File: src/rtl/axis_eth_tx_arbiter_pkg.sv
// Shared definitions for the Ethernet TX stream arbiter.
// Contents:
//   arbstate_t        arbiter state encoding; ARB_ABORT is used only in the watchdog build
//   MAX_TX_ARB_PORTS  largest supported number of frame sources
//   TX_ARB_CNT_WIDTH  width of the drop/abort/idle counters
//   sat_inc()         saturating increment for the status counters
package EthTxArbPkg;

  typedef enum logic [1:0] {
    ARB_IDLE,
    ARB_FWD,
    ARB_DROP,
    ARB_ABORT
  } arbstate_t;

  localparam int MAX_TX_ARB_PORTS = 8;
  localparam int TX_ARB_CNT_WIDTH = 16;

  // Status counters stick at all-ones instead of wrapping.
  function automatic logic [TX_ARB_CNT_WIDTH-1:0] sat_inc(input logic [TX_ARB_CNT_WIDTH-1:0] v);
    return (v == '1) ? v : v + 1'b1;
  endfunction

endpackage

File: src/rtl/axis_eth_tx_arbiter_if.sv
// AXI-Stream bundle with LANES parallel 32-bit lanes (lane i at tdata[32*i +: 32],
// tkeep[4*i +: 4]). The arbiter uses a LANES=NUM_PORTS bundle on the source side
// and a LANES=1 bundle on the MAC side.
//
// Handshake: a beat transfers on a cycle where tvalid and tready are both 1.
// tdata/tkeep/tlast/tuser are meaningful only while tvalid is 1.
//
// Modports:
//   master  drives tvalid/tdata/tkeep/tlast/tuser, receives tready
//   slave   receives tvalid/tdata/tkeep/tlast/tuser, drives tready
interface axis_eth_tx_arbiter_if #(
  parameter int LANES = 1
) ();

  logic [LANES-1:0]    tvalid;
  logic [LANES-1:0]    tready;
  logic [32*LANES-1:0] tdata;
  logic [4*LANES-1:0]  tkeep;
  logic [LANES-1:0]    tlast;
  logic [LANES-1:0]    tuser;

  modport master (output tvalid, tdata, tkeep, tlast, tuser, input tready);
  modport slave  (input tvalid, tdata, tkeep, tlast, tuser, output tready);

endinterface

File: src/rtl/axis_eth_tx_arbiter_round_robin_picker.sv
// Combinational round-robin selector.
// Ports:
//   req    in   N          request vector
//   last   in   clog2(N)   index granted most recently; search starts just above it
//   valid  out  1          at least one request present
//   sel    out  clog2(N)   first requester found scanning last+1, last+2, ... modulo N
module round_robin_picker #(
  parameter int N = 4
) (
  input  logic [N-1:0]         req,
  input  logic [$clog2(N)-1:0] last,
  output logic                 valid,
  output logic [$clog2(N)-1:0] sel
);

  localparam int SW = $clog2(N);

  always_comb begin
    valid = 1'b0;
    sel   = '0;
    // k = N wraps back to 'last' itself, so a lone requester is regranted.
    for (int k = 1; k <= N; k++) begin
      if (!valid && req[(int'(last) + k) % N]) begin
        valid = 1'b1;
        sel   = SW'((int'(last) + k) % N);
      end
    end
  end

endmodule

File: src/rtl/axis_eth_tx_arbiter.sv
// Frame-granular round-robin arbiter sharing one 32-bit AXI-Stream MAC TX port
// between NUM_PORTS frame sources. A granted source owns the MAC until its tlast
// beat. Frames granted while the link is down are accepted and discarded.
//
// Optional build macro: ETH_TX_ARB_WATCHDOG_EN
//   Defined: a granted source idle for TIMEOUT_CYCLES consecutive cycles gets its
//   frame terminated with an error beat (tlast=1, tuser=1) and the rest of the
//   source frame is discarded. Undefined: a stalled source keeps the grant.
//
// Ports:
//   aclk, areset_n  clock and synchronous active-low reset
//   link_up         MAC link state (already synchronous to aclk), sampled at grant
//   s_axis          source bundle (slave modport, NUM_PORTS lanes)
//   m_axis          MAC bundle (master modport, 1 lane)
//   grant_id        current owner, valid while busy
//   busy            arbiter not idle
//   drop_count      frames discarded for link down (saturating)
//   abort_count     watchdog aborts (saturating, 0 without watchdog)
//   state_dbg       current FSM state
module axis_eth_tx_arbiter
  import EthTxArbPkg::*;
#(
  parameter int NUM_PORTS      = 4,
  parameter int TIMEOUT_CYCLES = 1024
) (
  input  logic                        aclk,
  input  logic                        areset_n,
  input  logic                        link_up,
  axis_eth_tx_arbiter_if.slave        s_axis,
  axis_eth_tx_arbiter_if.master       m_axis,
  output logic [2:0]                  grant_id,
  output logic                        busy,
  output logic [TX_ARB_CNT_WIDTH-1:0] drop_count,
  output logic [TX_ARB_CNT_WIDTH-1:0] abort_count,
  output arbstate_t                   state_dbg
);

  localparam int IDW = $clog2(NUM_PORTS);

  arbstate_t      state;
  logic [IDW-1:0] grant;
  logic [IDW-1:0] rr_ptr;
  logic [IDW-1:0] pick_sel;
  logic           pick_valid;
  logic           g_hs;
  logic           g_last;

  round_robin_picker #(.N(NUM_PORTS)) u_picker (
    .req   (s_axis.tvalid),
    .last  (rr_ptr),
    .valid (pick_valid),
    .sel   (pick_sel)
  );

  assign g_hs      = s_axis.tvalid[grant] & s_axis.tready[grant];
  assign g_last    = s_axis.tlast[grant];
  assign grant_id  = 3'(grant);
  assign busy      = (state != ARB_IDLE);
  assign state_dbg = state;

  // MAC side is a zero-latency passthrough of the owner while forwarding; all
  // other states present an idle (all-zero) bus unless an abort beat is due.
  always_comb begin
    m_axis.tvalid = '0;
    m_axis.tdata  = '0;
    m_axis.tkeep  = '0;
    m_axis.tlast  = '0;
    m_axis.tuser  = '0;
    s_axis.tready = '0;
    case (state)
      ARB_FWD: begin
        m_axis.tvalid        = s_axis.tvalid[grant];
        m_axis.tdata         = s_axis.tdata[32*grant +: 32];
        m_axis.tkeep         = s_axis.tkeep[4*grant +: 4];
        m_axis.tlast         = s_axis.tlast[grant];
        m_axis.tuser         = s_axis.tuser[grant];
        s_axis.tready[grant] = m_axis.tready[0];
      end
      ARB_DROP: begin
        s_axis.tready[grant] = 1'b1;
      end
`ifdef ETH_TX_ARB_WATCHDOG_EN
      ARB_ABORT: begin
        m_axis.tvalid = 1'b1;
        m_axis.tlast  = 1'b1;
        m_axis.tuser  = 1'b1;
        m_axis.tkeep  = 4'hF;
      end
`endif
      default: ;
    endcase
  end

`ifdef ETH_TX_ARB_WATCHDOG_EN
  logic [TX_ARB_CNT_WIDTH-1:0] idle_cnt;
  logic [TX_ARB_CNT_WIDTH-1:0] abort_cnt_q;
  // Set when DROP is finishing off an aborted frame, which is not a link drop.
  logic                        drop_silent;

  assign abort_count = abort_cnt_q;
`else
  assign abort_count = '0;
`endif

  always_ff @(posedge aclk) begin
    if (!areset_n) begin
      state      <= ARB_IDLE;
      grant      <= '0;
      rr_ptr     <= IDW'(NUM_PORTS - 1);
      drop_count <= '0;
`ifdef ETH_TX_ARB_WATCHDOG_EN
      idle_cnt    <= '0;
      abort_cnt_q <= '0;
      drop_silent <= 1'b0;
`endif
    end else begin
      case (state)
        ARB_IDLE: begin
          if (pick_valid) begin
            grant  <= pick_sel;
            rr_ptr <= pick_sel;
            state  <= link_up ? ARB_FWD : ARB_DROP;
`ifdef ETH_TX_ARB_WATCHDOG_EN
            idle_cnt    <= '0;
            drop_silent <= 1'b0;
`endif
          end
        end
        ARB_FWD: begin
          if (g_hs && g_last) begin
            state <= ARB_IDLE;
          end
`ifdef ETH_TX_ARB_WATCHDOG_EN
          // Only source-side silence counts; MAC back-pressure keeps tvalid high.
          else if (s_axis.tvalid[grant]) begin
            idle_cnt <= '0;
          end else if (idle_cnt == TX_ARB_CNT_WIDTH'(TIMEOUT_CYCLES - 1)) begin
            state <= ARB_ABORT;
          end else begin
            idle_cnt <= idle_cnt + 1'b1;
          end
`endif
        end
        ARB_DROP: begin
          if (g_hs && g_last) begin
            state <= ARB_IDLE;
`ifdef ETH_TX_ARB_WATCHDOG_EN
            if (!drop_silent) drop_count <= sat_inc(drop_count);
`else
            drop_count <= sat_inc(drop_count);
`endif
          end
        end
`ifdef ETH_TX_ARB_WATCHDOG_EN
        ARB_ABORT: begin
          if (m_axis.tready[0]) begin
            abort_cnt_q <= sat_inc(abort_cnt_q);
            drop_silent <= 1'b1;
            state       <= ARB_DROP;
          end
        end
`endif
        default: state <= ARB_IDLE;
      endcase
    end
  end

endmodule

File: src/flat_wrapper.sv
// flat-port wrapper written by rule: the top's interface ports become plain ports
module axis_eth_tx_arbiter_flat import EthTxArbPkg::*;
#(
  parameter int NUM_PORTS      = 4,
  parameter int TIMEOUT_CYCLES = 1024
)
  (aclk, areset_n, link_up, grant_id, busy, drop_count, abort_count, state_dbg, s_axis_tvalid, s_axis_tdata, s_axis_tkeep, s_axis_tlast, s_axis_tuser, s_axis_tready, m_axis_tvalid, m_axis_tdata, m_axis_tkeep, m_axis_tlast, m_axis_tuser, m_axis_tready);
  axis_eth_tx_arbiter_if #(.LANES((4))) s_axis_i ();
  axis_eth_tx_arbiter_if #(.LANES(1)) m_axis_i ();
  input  logic aclk;
  input  logic areset_n;
  input  logic link_up;
  output logic [2:0] grant_id;
  output logic busy;
  output logic [TX_ARB_CNT_WIDTH-1:0] drop_count;
  output logic [TX_ARB_CNT_WIDTH-1:0] abort_count;
  output arbstate_t state_dbg;
  input wire logic [$bits(s_axis_i.tvalid)-1:0] s_axis_tvalid;
  input wire logic [$bits(s_axis_i.tdata)-1:0] s_axis_tdata;
  input wire logic [$bits(s_axis_i.tkeep)-1:0] s_axis_tkeep;
  input wire logic [$bits(s_axis_i.tlast)-1:0] s_axis_tlast;
  input wire logic [$bits(s_axis_i.tuser)-1:0] s_axis_tuser;
  output wire logic [$bits(s_axis_i.tready)-1:0] s_axis_tready;
  output wire logic [$bits(m_axis_i.tvalid)-1:0] m_axis_tvalid;
  output wire logic [$bits(m_axis_i.tdata)-1:0] m_axis_tdata;
  output wire logic [$bits(m_axis_i.tkeep)-1:0] m_axis_tkeep;
  output wire logic [$bits(m_axis_i.tlast)-1:0] m_axis_tlast;
  output wire logic [$bits(m_axis_i.tuser)-1:0] m_axis_tuser;
  input wire logic [$bits(m_axis_i.tready)-1:0] m_axis_tready;
  assign s_axis_i.tvalid = s_axis_tvalid;
  assign s_axis_i.tdata = s_axis_tdata;
  assign s_axis_i.tkeep = s_axis_tkeep;
  assign s_axis_i.tlast = s_axis_tlast;
  assign s_axis_i.tuser = s_axis_tuser;
  assign s_axis_tready = s_axis_i.tready;
  assign m_axis_tvalid = m_axis_i.tvalid;
  assign m_axis_tdata = m_axis_i.tdata;
  assign m_axis_tkeep = m_axis_i.tkeep;
  assign m_axis_tlast = m_axis_i.tlast;
  assign m_axis_tuser = m_axis_i.tuser;
  assign m_axis_i.tready = m_axis_tready;
  axis_eth_tx_arbiter #(.NUM_PORTS(NUM_PORTS), .TIMEOUT_CYCLES(TIMEOUT_CYCLES)) u_core (.aclk(aclk), .areset_n(areset_n), .link_up(link_up), .s_axis(s_axis_i), .m_axis(m_axis_i), .grant_id(grant_id), .busy(busy), .drop_count(drop_count), .abort_count(abort_count), .state_dbg(state_dbg));
endmodule
File: config.mk
export PLATFORM = sky130hd
export DESIGN_NAME = axis_eth_tx_arbiter_flat
export DESIGN_NICKNAME = d
export VERILOG_FILES = /design/src/rtl/axis_eth_tx_arbiter_pkg.sv /design/src/rtl/axis_eth_tx_arbiter_if.sv /design/src/rtl/axis_eth_tx_arbiter_round_robin_picker.sv /design/src/rtl/axis_eth_tx_arbiter.sv /design/src/flat_wrapper.sv
export SDC_FILE = /design/constraint.sdc
export NUM_CORES = 1
export LEC_CHECK = 0
export ABC_CLOCK_PERIOD_IN_PS = 2000
export CAP_MARGIN = 20
export CORE_MARGIN = 2
export CORE_UTILIZATION = 28
export CTS_CLUSTER_SIZE = 8
export DETAILED_ROUTE_END_ITERATION = 6
export PLACE_DENSITY = 0.83
export SYNTH_ARGS = -nofsm -noshare
export SYNTH_HDL_FRONTEND = slang
export SYNTH_HIERARCHICAL = 1
export SYNTH_SLANG_ARGS = --single-unit
File: constraint.sdc
create_clock -name aclk -period 2 [get_ports aclk]
set_input_delay 0.2 -clock aclk [delete_from_list [all_inputs] [get_ports aclk]]
set_output_delay 0.2 -clock aclk [all_outputs]
set_load 0.05 [all_outputs]
### Word-level counts from Yosys, hierarchy flattened

Cells that the tools add are included.

* flip-flop bits (word level): 22
* output and inout bits: 81
* logic and storage cells: 87
* bits of input ports: 160

* reductions and logical operators: 18
* multiplexer cells: 40
* shifts and indexed selects: 2
* equality and inequality tests: 5
* bitwise operators: 7
* $add $sub $neg: 5
* order comparisons: 6

Operator list (number)
* $shiftx 128x8->32: 1
* $mux 32: 1
* $mux 1: 20
* $add 16x1->16 const B: 1
* $bmux 1 s2: 8
* $eq 16x16->1 const B: 1
* $lt 3x4->1 const B: 4
* $shiftx 16x5->4: 1
* $mux 2: 7
* $reduce_or 2->1: 5
* $pmux 4 s2: 1
* $logic_and 1x1->1: 5
* $add 2x1->2 const B: 2
* $add 2x2->2 const B: 2
* $and 1x1->1 const A: 4
* $and 4x4->4: 1
* $mux 4: 1
* $ne 2x1->1 const B: 2
* $pmux 2 s2: 1
* $reduce_and 2->1: 2
* $logic_not 1->1: 3
* $lt 2x3->1 const B: 1
* $reduce_and 3->1: 1
* $demux 1 s2: 1
* 7 further kinds: 7

### Depth between registers and ports, before layout

Gate-level depths: netlist of run 1.

* word-level depth: 18
* mapped depth: 9
* mapped depth without buffers: 7

### Hierarchy

Netlist of run 1, hierarchy kept.

By module, submodules not included
* axis_eth_tx_arbiter: cells each 251, seq. area each 440.4 sq um, area an instance 2459.9 sq um, times used 1
* round_robin_picker: cells each 14, seq. area each 0.0 sq um, area an instance 91.3 sq um, times used 1

### Least setup slack after synthesis of run 1

No wires, ideal clock.

* path kind: flip-flop to output port
* start: register u_core.state[1], in the netlist u_core/state_dbg[1]
* end: output s_axis_tready[0]
* setup slack: -681 ps
* arrival time: 2481 ps
* data required time: 1800 ps
* stages on the path, launching flop included: 5
* buffers on the path: 0
* cells stage by stage: dfxtp_1 > inv_1 > ha_1 > and2_1 > nor3b_1

* cells in the longest elaborated chain, start to end: 2
* elaborated cells on any way between the ends: 3
* those cells by class: eq/ne (2); mux (1)

Ends and longest elaborated chain
* from (decl): line axis_eth_tx_arbiter.sv:40 `arbstate_t state;`
* from (signal assigned): line axis_eth_tx_arbiter.sv:122 `state <= link_up ? ARB_FWD : ARB_DROP;`
* $eq 2x2->1 or $eq 2x1->1 (tied branches): line axis_eth_tx_arbiter.sv:70 `case (state)`
* $pmux 4 s2 *: line axis_eth_tx_arbiter.sv:70
* to (decl): line flat_wrapper.sv:23 `output wire logic [$bits(s_axis_i.tready)-1:0] s_axis_tready;`

Mark *: on every way between the ends. The rest lies on a longest branch, timed or not.

### Final worst setup path of run 1

* start: register u_core.state[0], in the netlist u_core/state_dbg[0]
* end: register u_core.drop_count[7]

* cells in the longest elaborated chain, start to end: 7
* elaborated cells on any way between the ends: 8
* those cells by class: eq/ne (2); mux (3); bitwise (1); reduce/logical (2)

Ends and longest elaborated chain
* $eq 2x2->1 or $eq 2x1->1 (tied branches): line axis_eth_tx_arbiter.sv:70, axis_eth_tx_arbiter.sv:117
* $pmux 4 s2: line axis_eth_tx_arbiter.sv:70
* $bmux 1 s2: line axis_eth_tx_arbiter.sv:55 `assign g_hs = s_axis.tvalid[grant] & s_axis.tready[grant];`
* $mux 1 (not written as such): line axis_eth_tx_arbiter.sv:55
* $and 1x1->1: line axis_eth_tx_arbiter.sv:55
* $logic_and 1x1->1: line axis_eth_tx_arbiter.sv:145 `if (g_hs && g_last) begin`
* $reduce_and 3->1 (no line) *
* to (signal assigned): line axis_eth_tx_arbiter.sv:150 `drop_count <= sat_inc(drop_count);`
* to (decl): line axis_eth_tx_arbiter.sv:33 `output logic [TX_ARB_CNT_WIDTH-1:0] drop_count,`

Mark *: on every way between the ends. The rest lies on a longest branch, timed or not. The select of a mux whose other input is x is not followed.
A chain may end at the register's enable or synchronous reset.

==> results of run 1 <==
-- timing repair --
item,CTS,global route
endpoints found under the hold margin,0,0
setup endpoints to repair,51,58
pin swaps,0,2
hold buffers,0,0
gates resized for setup,6,12
-- per-layer routing --
metal | up-vias | GRT usage | part of all wire
met5 | - | 0 | 0
met4 | 0 | 0.06428 | 0.027
met3 | 24 | 0.03514 | 0.062
met2 | 143 | 0.3940 | 0.54
met1 | 1488 | 0.2573 | 0.37
li1 | 1444 | - | -
-- cells by family (layout without fill, tap and decap cells) --
family	count (synthesis)	in the layout
muxes	41	41
AOI/OAI and AO/OA	46	46
other	1	17
and+or+nand+nor	100	100
buffers and inverters	49	270
adders and majority gates	5	5
DFF	22	22
xor gates and xnor gates	1	1
-- worst max-delay path, cell delays in order (launching register included) --
cell	delay, ns
dfxtp_4	0.38
inv_4	0.07
ha_2	0.18
a21oi_1	0.05
or3b_4	0.40
a211o_1	0.30
buf_12	0.17
or4_1	0.48
a21oi_1	0.17
-- synthesized netlist by cell type, types with 7 or more instances --
cell,n
and2_1,40
mux4_2,39
dfxtp_1,22
a21oi_1,21
buf_4,18
nand2_1,16
inv_1,12
clkbuf_1,11
nand3_1,10
nor2_1,7
-- registers in the layout, indices dropped and copies added, names as in the netlist --
register,flops
u_core/drop_count,16
u_core/grant,2
u_core/rr_ptr,2
u_core/state_dbg,2
-- final timing paths --
kind                    startpoint                     to  slack (ns)
min          u_core/drop_count[11]  u_core/drop_count[11]        0.52
min reg2reg  u_core/drop_count[11]  u_core/drop_count[11]        0.52
max reg2reg    u_core/state_dbg[0]   u_core/drop_count[7]       -0.26
max            u_core/state_dbg[0]   u_core/drop_count[7]       -0.26
-- final cells by class --
cell class / count / area [um^2]
Clock buffer: 4 / 66.31
Fill cell: 726 / 3631
Inverter: 12 / 50.05
Multi-Input combinational cell: 210 / 1992
Sequential cell: 22 / 451.7
Tap cell: 108 / 135.1
Timing Repair Buffer: 254 / 2437
-- per-stage QoR --
stage / cells / util / setup WS (ns)
4_1_cts: 610 / 0.5802 / -0.2273
2_1_floorplan: 281 / - / -0.2352
6_report: 610 / 0.5857 / -0.2586
3_5_place_dp: 606 / 0.5698 / -0.3335
5_1_grt: 610 / 0.5857 / -0.3164
3_3_place_gp: 606 / 0.5698 / -0.2819
-- report_power, final --
part	internal [W]	leakage, nW	switching, W
clock network	0.000217	0.0339	0.000147
logic	0.00134	1.74	0.00153
registers	0.000488	0.181	0.0000715
==> impl_metrics.tcl, run 1 <==
set metrics [dict create \
    status "finished with violations" \
    violations "setup timing" \
    place_area_um2 4994 \
    antenna_cells 0 \
    place.port_buffers 223 \
    drc_errors 0 \
    synth_top_family_by_area "multiplexers" \
    via_per_inst 5.080 \
    synthMuxAreaShare 0.3521 \
    core_um2 8763 \
    fp.dieArea_um2 9891 \
    mostFrequentLayoutCell "clkdlybuf4s50_1" \
    cts_sinks 22 \
    wl_per_cell_um 18.22 \
    ant_nets 0 \
    peakVddDrop_uv 347.4 \
    r2r_cells 8 \
    grt_pass1_vias 3267 \
    grt_start_max_net_pins 40 \
    p_leak_nw 1.956 \
    h-tree-depth 1 \
    final_hold_viol_count 0 \
    synth-adder-area-share 0.02452 \
    grt_usage 0.2149 \
    clock_skew_ns 0.003806 \
    clockRootBuffer "clkbuf_8" \
    insertion_delay_ns 0.27 \
    ys_seq_area_frac 0.1726 \
    synth_edf_count 0 \
    synthXorXnorAreaFrac 0.003433 \
    layout_setup_ws_ns -0.2586 \
    final_nets 668 \
    postLayoutCellArea_um2 5132 \
    ys_ff_latch 22 \
    place.detailed.hpwl_um 9449 \
    fmax_ghz 0.4428 \
    die_h_um 99.46 \
    yosys-top-cells-area "mux4_2 (34%), dfxtp_1 (17%), and2_1 (9.8%), buf_4 (5.3%), a21oi_1 (4.1%)" \
    overflow 0 \
    crit_type "register to register" \
    holdWs_ns 0.5237 \
    synth.cell_area_um2 2551 \
    cts_tree "done" \
    yosys.cell_types.count 39 \
    layout_common_cells "clkdlybuf4s50_1 (177), buf_4 (70), mux4_2 (39), and2_1 (39)" \
    maxSlewViolCount 0 \
    synth_cells 265 \
    hold_class "register to register" \
    cts_buffers 3 \
    synthArstFlopShare 0 \
    start_kind "register" \
    antenna_found_initial 0 \
    num_vias 3099 \
    power_density_nw_per_um2 738.4 \
    ys_warn_count 6 \
    path_max_fanout 27 \
    place_congestion 0.9035 \
    die_w_um 99.46 \
    slew_headroom 0.6482 \
    netlist.area_leader.share 0.3443 \
    drive_above_1_share 0.2928 \
    setup.worst_path.end_class "register" \
    rsz0062_at_grt "yes" \
    cap_violations 0 \
    tns_ns -3.918 \
    cts.path.max_buffers 2 \
    setup-violations-final 51 \
    ios 241 \
    drt-total-wl_um 11110 \
    cts_setup_buffers 0 \
    grt_pass1_wl_um 17010 \
    rows 34 \
    post-route-period-util 1.129 \
    worstPathArrival_ns 2.45 \
    synth_top_cell_by_area "mux4_2" \
    first_pass_iters 4 \
    tightest_slew_ns 0.5260 \
    synth_compound_area_frac 0.1153 \
    synthSimpleGateAreaFrac 0.2295 \
    avgSynthCellArea_um2 9.627 \
    min_period_ns 2.259 \
    required_ns 2.19 \
    min_path_cells 2 \
    synth-main-ff-cell "dfxtp_1" \
    area_growth_pct 101.2 \
    start_util 0.2911 \
    total_power_w 0.003790 \
    cts.clk_slew.worst_paths_ns 0.08 \
    drt-initial-drc-count 110 \
]
Note: power is estimated with default switching activity, not from simulation.
==> run 2: changes to the inputs <==
- SLEW_MARGIN: unset -> 20
- TNS_END_PERCENT: unset -> 5
==> run 2 against run 1 <==
The flow still finishes with violations (setup timing). Fmax rose by 1.7%. Cell area is 2.4% higher. Worst setup slack better by 0.038 ns. Combinational power rose by 6%. Wire length down 2.0%. Worst hold slack got worse by 0.015 ns. Critical endpoint is now u_core/drop_count[5]. Highest routed layer unchanged.
==> impl_metrics.tcl, run 2 (same netlist as run 1, synthesis figures left out) <==
set metrics [dict create \
    wl_per_cell_um 18.02 \
    rsz0062_at_grt "yes" \
    cap_violations 0 \
    drt-initial-drc-count 116 \
    place.detailed.hpwl_um 9251 \
    start_kind "register" \
    ant_nets 0 \
    place_area_um2 4933 \
    cpPeakStageDelay_ns 0.48 \
    cts.path.max_buffers 2 \
    clockRootBuffer "clkbuf_8" \
    crit_chain "inv_4 > ha_4 > or3b_4 > a211o_1 > buf_12 > or4_4 > a21oi_2" \
    die_w_um 99.46 \
    hold_buffers 0 \
    cts_sinks 22 \
    slew_headroom 0.6442 \
    h-tree-depth 1 \
    fp.dieArea_um2 9891 \
    min_period_ns 2.221 \
    rows 34 \
    grt_pass1_vias 3112 \
    core_um2 8763 \
    hold_class "register to register" \
    place.port_buffers 223 \
    setup.worst_path.end_class "register" \
    place_congestion 0.8587 \
    antenna_cells 0 \
    via_per_inst 5.066 \
    crit_type "register to register" \
    status "finished with violations" \
    final_hold_viol_count 0 \
    cts_tree "done" \
    worstPathArrival_ns 2.42 \
    violations "setup timing" \
    area_growth_pct 106.0 \
    num_vias 3060 \
    cts_buffers 3 \
    postLayoutCellArea_um2 5255 \
    start_util 0.2911 \
    tns_ns -1.973 \
    insertion_delay_ns 0.26 \
    grt_pass1_wl_um 16160 \
    first_pass_iters 4 \
    dpl_worst_slack_ns -0.3291 \
    crit_slowest_cell "or4_4" \
    peakVddDrop_uv 288.4 \
    die_h_um 99.46 \
    final_nets 662 \
    ios 241 \
    clock_skew_ns 0.003548 \
    maxSlewViolCount 0 \
    power_density_nw_per_um2 754.1 \
    utilization 0.5997 \
    fmax_ghz 0.4503 \
    layout_setup_ws_ns -0.2207 \
    setup-violations-final 14 \
    grt_usage 0.2035 \
    grt_start_max_net_pins 40 \
    overflow 0 \
    cts.clk_slew.worst_paths_ns 0.08 \
    tightest_slew_ns 0.5320 \
    regMostFlops "u_core/drop_count" \
    drc_errors 0 \
    path_max_fanout 27 \
    p_leak_nw 1.978 \
    layout_common_cells "clkdlybuf4s50_1 (177), mux4_2 (39), buf_6 (33)" \
    drt-total-wl_um 10890 \
    required_ns 2.20 \
    antenna_found_initial 0 \
    post-route-period-util 1.110 \
    drive_above_1_share 0.3105 \
    largest_reg_flops 16 \
    mostFrequentLayoutCell "clkdlybuf4s50_1" \
]
-- run 2: cell count changes in the layout (fill, tap and decap cells not counted), sizes merged --
| cell | change |
|---|---|
| buf | -6 |
-- run 2: area by class of cell --
type,count,area [um^2]
Fill cell,710,3508
Timing Repair Buffer,248,2529
Multi-Input combinational cell,210,2022
Sequential cell,22,452.9
Tap cell,108,135.1
Clock buffer,4,66.31
Inverter,12,50.05
-- run 2: repair_timing --
item,CTS,global route
gates resized for setup,6,65
pin swaps,2,8
endpoints found under the setup margin,51,57
buffers inserted,0,0
-- run 2: worst max-delay path, delay by kind of cell, from the launching register on --
family	cells	cell delay [ns]
buffers and inverters	2	0.22
flip-flops	1	0.39
AND/OR/NAND/NOR	2	0.85
adder cells (fa/ha/maj)	1	0.25
AO/OA/AOI/OAI	2	0.44
-- run 2: where the power goes --
group / internal [W] / total, W / leakage [nW] / switching, W
Clock: 0.000217 / 0.000362 / 0.0339 / 0.000145
Combinational: 0.00148 / 0.00304 / 1.76 / 0.00155
Sequential: 0.000491 / 0.000566 / 0.181 / 0.0000753
Total: 0.00219 / 0.00396 / 1.98 / 0.00177
-- run 2: worst paths after layout --
path | depth (start not counted) | start | to | slack (ns)
setup reg to reg | 7 | u_core/state_dbg[0] | u_core/drop_count[5] | -0.22
hold / removal | 2 | u_core/drop_count[14] | u_core/drop_count[14] | 0.51
setup / recovery | 7 | u_core/state_dbg[0] | u_core/drop_count[5] | -0.22
hold reg to reg | 2 | u_core/drop_count[14] | u_core/drop_count[14] | 0.51
-- run 2: routing by layer --
layer  vias to the layer above  routed length [um]  GRT usage
li1                       1430                   -          -
met3                        10                 722    0.03022
met1                      1492                3951     0.2397
met5                         -                   0          0
met2                       128                6089     0.3940
met4                         0                 121    0.03267
-- run 2: per-stage QoR --
stage | hold slack, ns | total power [W] | cells
after floorplan | 0.3247 | 0.002432 | 281
after global placement | 0.4756 | 0.003326 | 600
after detailed placement | 0.4954 | 0.003366 | 600
after CTS | 0.5086 | 0.003763 | 604
after global routing | 0.5316 | 0.004155 | 604
final | 0.5085 | 0.003963 | 604
